### src/rtl/conv_enc.sv
// Rate-1/2, K=3 convolutional encoder; serializes one message word per frame MSB first.
// Define CONV_ENC_TAIL_EN to append two zero tail bits that return the trellis to state 00.
module conv_enc #(
    parameter int         DATA_BITS = 6,
    parameter logic [2:0] G0        = 3'b111,
    parameter logic [2:0] G1        = 3'b101
) (
    input  logic                 clk,
    input  logic                 rst,
    input  logic                 in_valid,
    input  logic [DATA_BITS-1:0] in_data,
    output logic                 in_ready,
    output logic                 sym_valid,
    output logic [1:0]           sym,
    input  logic                 sym_ready,
    output logic                 sym_last,
    output logic                 busy,
    output logic [7:0]           frame_cnt
);

    localparam int             CW        = (DATA_BITS < 2) ? 1 : $clog2(DATA_BITS);
    localparam logic [CW-1:0]  LAST_DATA = CW'(DATA_BITS - 1);

    typedef enum logic [1:0] {IDLE, DATA, TAIL} state_t;

    state_t                 state, state_n;
    logic [DATA_BITS-1:0]   word_buf, word_buf_n;
    logic [1:0]             enc_s, enc_s_n;
    logic [CW-1:0]          bit_cnt, bit_cnt_n;
    logic [1:0]             sym_n;
    logic                   sym_valid_n, sym_last_n;
    logic                   step, u;

    function automatic logic [1:0] encode(input logic bit_u, input logic [1:0] st);
        encode = {^(G0 & {bit_u, st}), ^(G1 & {bit_u, st})};
    endfunction

    // A step produces one coded symbol whenever a frame is active and the output slot is free.
    always_comb begin
        state_n     = state;
        word_buf_n  = word_buf;
        enc_s_n     = enc_s;
        bit_cnt_n   = bit_cnt;
        sym_n       = sym;
        sym_valid_n = sym_valid;
        sym_last_n  = sym_last;
        u           = 1'b0;
        step        = (state != IDLE) && (!sym_valid || sym_ready);

        if (sym_valid && sym_ready) begin
            sym_valid_n = 1'b0;
            sym_last_n  = 1'b0;
        end

        case (state)
            IDLE: begin
                if (in_valid) begin
                    word_buf_n = in_data;
                    enc_s_n    = 2'b00;
                    bit_cnt_n  = '0;
                    state_n    = DATA;
                end
            end
            DATA: begin
                if (step) begin
                    u           = word_buf[DATA_BITS-1];
                    sym_n       = encode(u, enc_s);
                    sym_valid_n = 1'b1;
                    sym_last_n  = 1'b0;
                    enc_s_n     = {u, enc_s[1]};
                    word_buf_n  = word_buf << 1;
                    bit_cnt_n   = bit_cnt + CW'(1);
                    if (bit_cnt == LAST_DATA) begin
                        bit_cnt_n = '0;
`ifdef CONV_ENC_TAIL_EN
                        state_n   = TAIL;
`else
                        state_n    = IDLE;
                        sym_last_n = 1'b1;
`endif
                    end
                end
            end
`ifdef CONV_ENC_TAIL_EN
            TAIL: begin
                if (step) begin
                    sym_n       = encode(1'b0, enc_s);
                    sym_valid_n = 1'b1;
                    sym_last_n  = 1'b0;
                    enc_s_n     = {1'b0, enc_s[1]};
                    bit_cnt_n   = bit_cnt + CW'(1);
                    if (bit_cnt == CW'(1)) begin
                        state_n    = IDLE;
                        sym_last_n = 1'b1;
                    end
                end
            end
`endif
            default: state_n = IDLE;
        endcase
    end

    always_ff @(posedge clk or posedge rst) begin
        if (rst) begin
            state     <= IDLE;
            word_buf  <= '0;
            enc_s     <= 2'b00;
            bit_cnt   <= '0;
            sym       <= 2'b00;
            sym_valid <= 1'b0;
            sym_last  <= 1'b0;
            frame_cnt <= 8'd0;
        end else begin
            state     <= state_n;
            word_buf  <= word_buf_n;
            enc_s     <= enc_s_n;
            bit_cnt   <= bit_cnt_n;
            sym       <= sym_n;
            sym_valid <= sym_valid_n;
            sym_last  <= sym_last_n;
            if (sym_valid && sym_ready && sym_last)
                frame_cnt <= frame_cnt + 8'd1;
        end
    end

    assign in_ready = (state == IDLE);
    assign busy     = (state != IDLE) || sym_valid;

endmodule

### config.mk
export PLATFORM = sky130hd
export DESIGN_NAME = conv_enc
export DESIGN_NICKNAME = d
export VERILOG_FILES = /design/src/rtl/conv_enc.sv
export SDC_FILE = /design/constraint.sdc
export NUM_CORES = 1
export LEC_CHECK = 0
export BUFFER_PORTS_ARGS = -buffer_cell sky130_fd_sc_hd__buf_2
export CAP_MARGIN = 20
export CORE_MARGIN = 8
export CORE_UTILIZATION = 52
export DETAILED_ROUTE_END_ITERATION = 16
export PLACE_DENSITY = 0.76
export SYNTH_ARGS = -nofsm -noshare
export SYNTH_HDL_FRONTEND = slang
export SYNTH_SLANG_ARGS = --single-unit
### constraint.sdc
create_clock -name clk -period 2 [get_ports clk]
set_clock_uncertainty 0.2 [all_clocks]
set_input_delay 0.1 -clock clk [delete_from_list [all_inputs] [get_ports clk]]
set_output_delay 0.1 -clock clk [all_outputs]
set_load 0.01 [all_outputs]
# Yosys cells after proc, flatten, opt, wreduce, memory -nomap -nowiden
# Index checks and enable logic that the tools add are counted.
# classes
n_eq_ne	5
reduce_logical	14
muxes	21
addsub	2
# ops
cell	count
2-to-1 mux 6 bit	2
case mux 6 bit (2 select lines)	1
2-to-1 mux 2 bit	5
2-to-1 mux 3 bit	3
adder 8 x 1 -> 8 bit (second input constant)	1
case mux 2 bit (2 select lines)	2
2-to-1 mux 1 bit	7
inequality test 2 bit (second input constant)	3
case mux 3 bit (2 select lines)	1
AND reduction 3 bit	2
XOR reduction 3 bit	2
nonzero test 2 bit	2
adder 3 x 1 -> 3 bit (second input constant)	1
equality test 3 bit (second input constant)	1
logical AND 1 bit	3
equality test 2 x 1 -> 1 bit (second input constant)	1
logical NOT 2 bit	1
logical OR 1 bit	2
AND reduction 2 bit	1
logical NOT 1 bit	1
# totals
reg_bits	25
word_cells	50
input_bits	10

# Longest topological paths before layout
# depth
ltp_word	5
depth_mapped	5
depth_no_buf	4

# Least setup slack after synthesis
# No wires, ideal clock.
# synth_timing
path_type	register -> register
from	register sym_valid
to	register bit_cnt[0]
path_buffers	2
arrival_ns	1.299
setup_ns	0.125
required_ns	1.675
slack_ns	0.376
path_stages_with_launch	6
cell_sequence	dfrtp_1 and3b_1 buf_6 or2_1 buf_6 mux2_4
# synth_via
elab_chain_cells	5
# synth_rtl
element	line_no	source
start, declared	13	output logic sym_valid,
start signal, assigned	119	sym_valid <= sym_valid_n;
logical NOT 1 bit	48	step = (state != IDLE) && (!sym_valid || sym_ready);
logical OR 1 bit	48	
logical AND 1 bit	48	
inequality test 2 bit (no source line)	-	
AND reduction 3 bit (no source line)	-	
end signal, assigned	117	bit_cnt <= bit_cnt_n;
end, declared	29	logic [CW-1:0] bit_cnt, bit_cnt_n;
# No other way between the ends.
# A chain may end at the register's enable or synchronous reset.

# Worst setup path after layout
# layout_timing
from	register state[0]
to	register word_buf[0]
# layout_via
elab_chain_cells	4
word_cells_on_any_way	9
# layout_rtl
element	line_no	source
start, declared	26	state_t state, state_n;
start signal, assigned	114	state <= state_n;
nonzero test 2 bit	48	
logical AND 1 bit	48	
inequality test 2 bit (no source line)	-	
AND reduction 3 bit (no source line)	-	
end signal, assigned	115	word_buf <= word_buf_n;
end, declared	27	logic [DATA_BITS-1:0] word_buf, word_buf_n;
# Several ways; a longest one is shown, not always the timed one.

==> flow_summary.toml <==
[min_path]
min_to = "word_buf[3]"
whs_path_depth = 3
min_from = "in_data[3]"
min_path_type = "input pin to register"

[logic_synthesis]
ys_types = 31
synthMuxAreaShare_pct = 7.93
synthAdderAreaFrac_pct = 1.13
yosys.area_share.simple_pct = 15.4
yosysWarningCount = 0
synth_area_leaders = "dfrtp_1, o21ai_0, mux2i_1"
seq_area_frac_synth_pct = 54.4
netlist_area_mm2 = 0.00110
synth_top_family_by_area = "simple AND/OR/NAND/NOR gates"
synthTopCellsByCount = "dfrtp_1, o21ai_0, nand2_1"
synth_edf_count = 0
synth_compound_area_share_pct = 10.2
synthMostInstantiatedCell = "dfrtp_1"
syn_area_per_cell_um2 = 11.2
synth_xor_area_share_pct = 7.13
syn_nets = 110
synth_cells = 99
synth_area_leader_cell = "dfrtp_1"
synthFlopType = "dfrtp_1"
synth_seq_cells = 24
synth_top_area_share_pct = 54.4
async_flop_share_pct = 100

[cts]
cts_tree = "done"
ctsHtreeMaxLevel = 1
cts_root_buf = "clkbuf_4"
postCtsSetupBuffers = 0
clock_sinks = 24
numCtsBuffers = 3
cts_resized = 0
clk_latency_ns = 0.30
cts_buffer_depth = 2
path_clk_slew_ns = 0.13
ctsHoldBuffers = 7

[outcome]
failed_checks = "hold timing"
status = "finished with violations"

[timing]
slew_headroom_pct = 76.9
holdWs_ns = -0.00891
fin_setup_tns_ns = 0
period_minus_slack_ns = 1.79
rsz0062_at_grt = "no"
finalCritPeriodShare_pct = 89.6
hold_violations = 1
worst_pin_slew_ns = 0.343
setup_viol = 0
max_freq_mhz = 558
drv_slew = 0

[setup_path]
path_class = "register to register"
slowest_stage = "dlygate4sd3_1"
worst-r2r-setup-slack_ns = 0.21
r2r-start = "state[0]"
endpoint_kind = "register"
crit_path_start_kind = "register"
reg2reg_depth = 5
crit_path_max_fanout = 8
crit_chain = "buf_4 -> inv_1 -> nand3_1 -> dlygate4sd3_1 -> o21ai_0"
crit_path_start = "state[0]"
worstPathArrival_ns = 1.78
crit_path_max_incr_delay_ns = 0.54
cp.required_ns = 1.98
reg2reg_to = "word_buf[0]"

[final_layout]
fin_nets = 144
area_delta_synth_final_pct = 22.3
utilization_pct = 68.2
drive_gt1_share_pct = 27.3
insertedDiodeCount = 0

[detailed_routing]
postRouteAntennaNets = 0
routed-via-count = 838
routedWlPerCell_um = 15.1
drtIter0Drc = 3
drc = 0
first_pass_iters = 4
wirelength_mm = 2.40
via_per_inst = 5.27

[die]
initial_core_util_pct = 55.7
io_pins = 24
num_rows = 16
die_w_um = 62.1
die_height_um = 62.1
coreArea_mm2 = 0.00198
die_area_mm2 = 0.00386

[global_routing]
grt_max_degree = 25
grt_pass1_vias = 896
grt_pass1_wl_mm = 4.03
grt_antenna_before_repair = 0
track_usage_pct = 14.3
grt.overflow.total = 0

[place]
place_congestion = 0.801
dpl.hpwl_mm = 1.76
io_buffers = 23

[power_and_ir_drop]
pwr-share-seq_pct = 51.0
p_per_area_mw_per_mm2 = 1080
p_sw_mw = 0.494
p_int_mw = 0.962
p_leak_nw = 0.714
pwr-share-comb_pct = 32.0
power_frac_clock_pct = 17.0
power_switching_share_pct = 33.9
ir_worst_vdd_mv = 0.654

[run]
cap_violations = 0
[power by group through the flow]
stage	Combinational, mW	Clock (mW)	Sequential [mW]
6_report	0.465	0.248	0.743
5_1_grt	0.517	0.280	0.760
4_1_cts	0.474	0.251	0.741
3_5_place_dp	0.457	0	0.753
3_3_place_gp	0.443	0	0.743
2_1_floorplan	0.325	0	0.741
[critical path: cells and delay by family, from the launching register on]
family          cells  cell delay, ns
buf+inv             3            0.85
flops               1            0.47
compound gates      1            0.09
simple gates        1            0.07
[cell families (layout without fill, tap and decap cells)]
family / Yosys count / after routing
xor gates and xnor gates: 9 / 9
DFF: 24 / 24
adders and majority gates: 1 / 1
buffers and inverters: 7 / 40
muxes: 8 / 8
and+or+nand+nor: 31 / 31
AOI/OAI and AO/OA: 19 / 19
[placed cells by master (no fill, tap or decap)]
cell type | netlist | final
nor4_1 | 1 | 1
and3b_1 | 2 | 2
and2_1 | 1 | 1
a31oi_1 | 1 | 1
o211ai_1 | 1 | 1
dlygate4sd3_1 | 0 | 7
o21ai_0 | 14 | 14
nor2b_1 | 2 | 2
ha_1 | 1 | 1
xor2_1 | 5 | 5
mux2_2 | 2 | 2
nand3_1 | 4 | 4
and3_2 | 1 | 1
nand4_1 | 2 | 2
or2_1 | 1 | 1
a22o_1 | 1 | 1
nand2_1 | 10 | 10
or2_2 | 1 | 1
nor3_1 | 2 | 2
dfrtp_1 | 24 | 24
xnor2_1 | 4 | 4
a32o_1 | 1 | 1
mux2i_1 | 5 | 5
nand2b_1 | 1 | 1
mux2_4 | 1 | 1
buf_2 | 1 | 23
nor2_1 | 1 | 1
inv_1 | 3 | 3
clkbuf_4 | 0 | 3
buf_4 | 0 | 3
nand4b_1 | 2 | 2
clkbuf_8 | 0 | 1
a22o_2 | 1 | 1
[area by class of cell]
cell class | count | area, um2
clock buffers | 4 | 36.3
fillers | 161 | 631
inverters | 3 | 11.3
multi-input cells | 68 | 462
flip-flops and latches | 24 | 601
well taps | 27 | 33.8
repair buffers | 33 | 208
[stage by stage]
step / power [mW] / hold slack (ns) / setup slack [ns] / std cells / cell area, um2
floorplan: 1.07 / -0.0854 / 0.376 / 99 / 1100
global placement: 1.19 / -0.0485 / 0.411 / 148 / 1240
detailed placement: 1.21 / -0.0442 / 0.354 / 148 / 1240
CTS: 1.47 / 0.00659 / 0.219 / 159 / 1350
global route: 1.56 / 0.0211 / 0.120 / 159 / 1350
finish: 1.46 / -0.00891 / 0.208 / 159 / 1350
[how the worst max path moves through the flow]
stage / to / slack, ns
global placement: bit_cnt[0] / 0.41
detailed placement: sym[1] / 0.35
CTS: word_buf[0] / 0.22
floorplan: bit_cnt[0] / 0.38
global route: word_buf[0] / 0.12
finish: word_buf[0] / 0.21
[sequential cells by signal, summed over array words and instances, names as in the netlist]
register and count:
word_buf 6, bit_cnt 3, sym_valid 1, enc_s 2, frame_cnt 8, sym_last 1, sym 2, state 1
[metal layers]
layer | vias to the layer above | GRT usage (%) | routed length [um]
li1 | 416 | - | -
met1 | 394 | 16.3 | 1020
met2 | 22 | 24.3 | 1180
met3 | 6 | 4.53 | 150
met4 | 0 | 5.19 | 44
met5 | - | 0 | 0
Power figures use the tool's default switching activity.
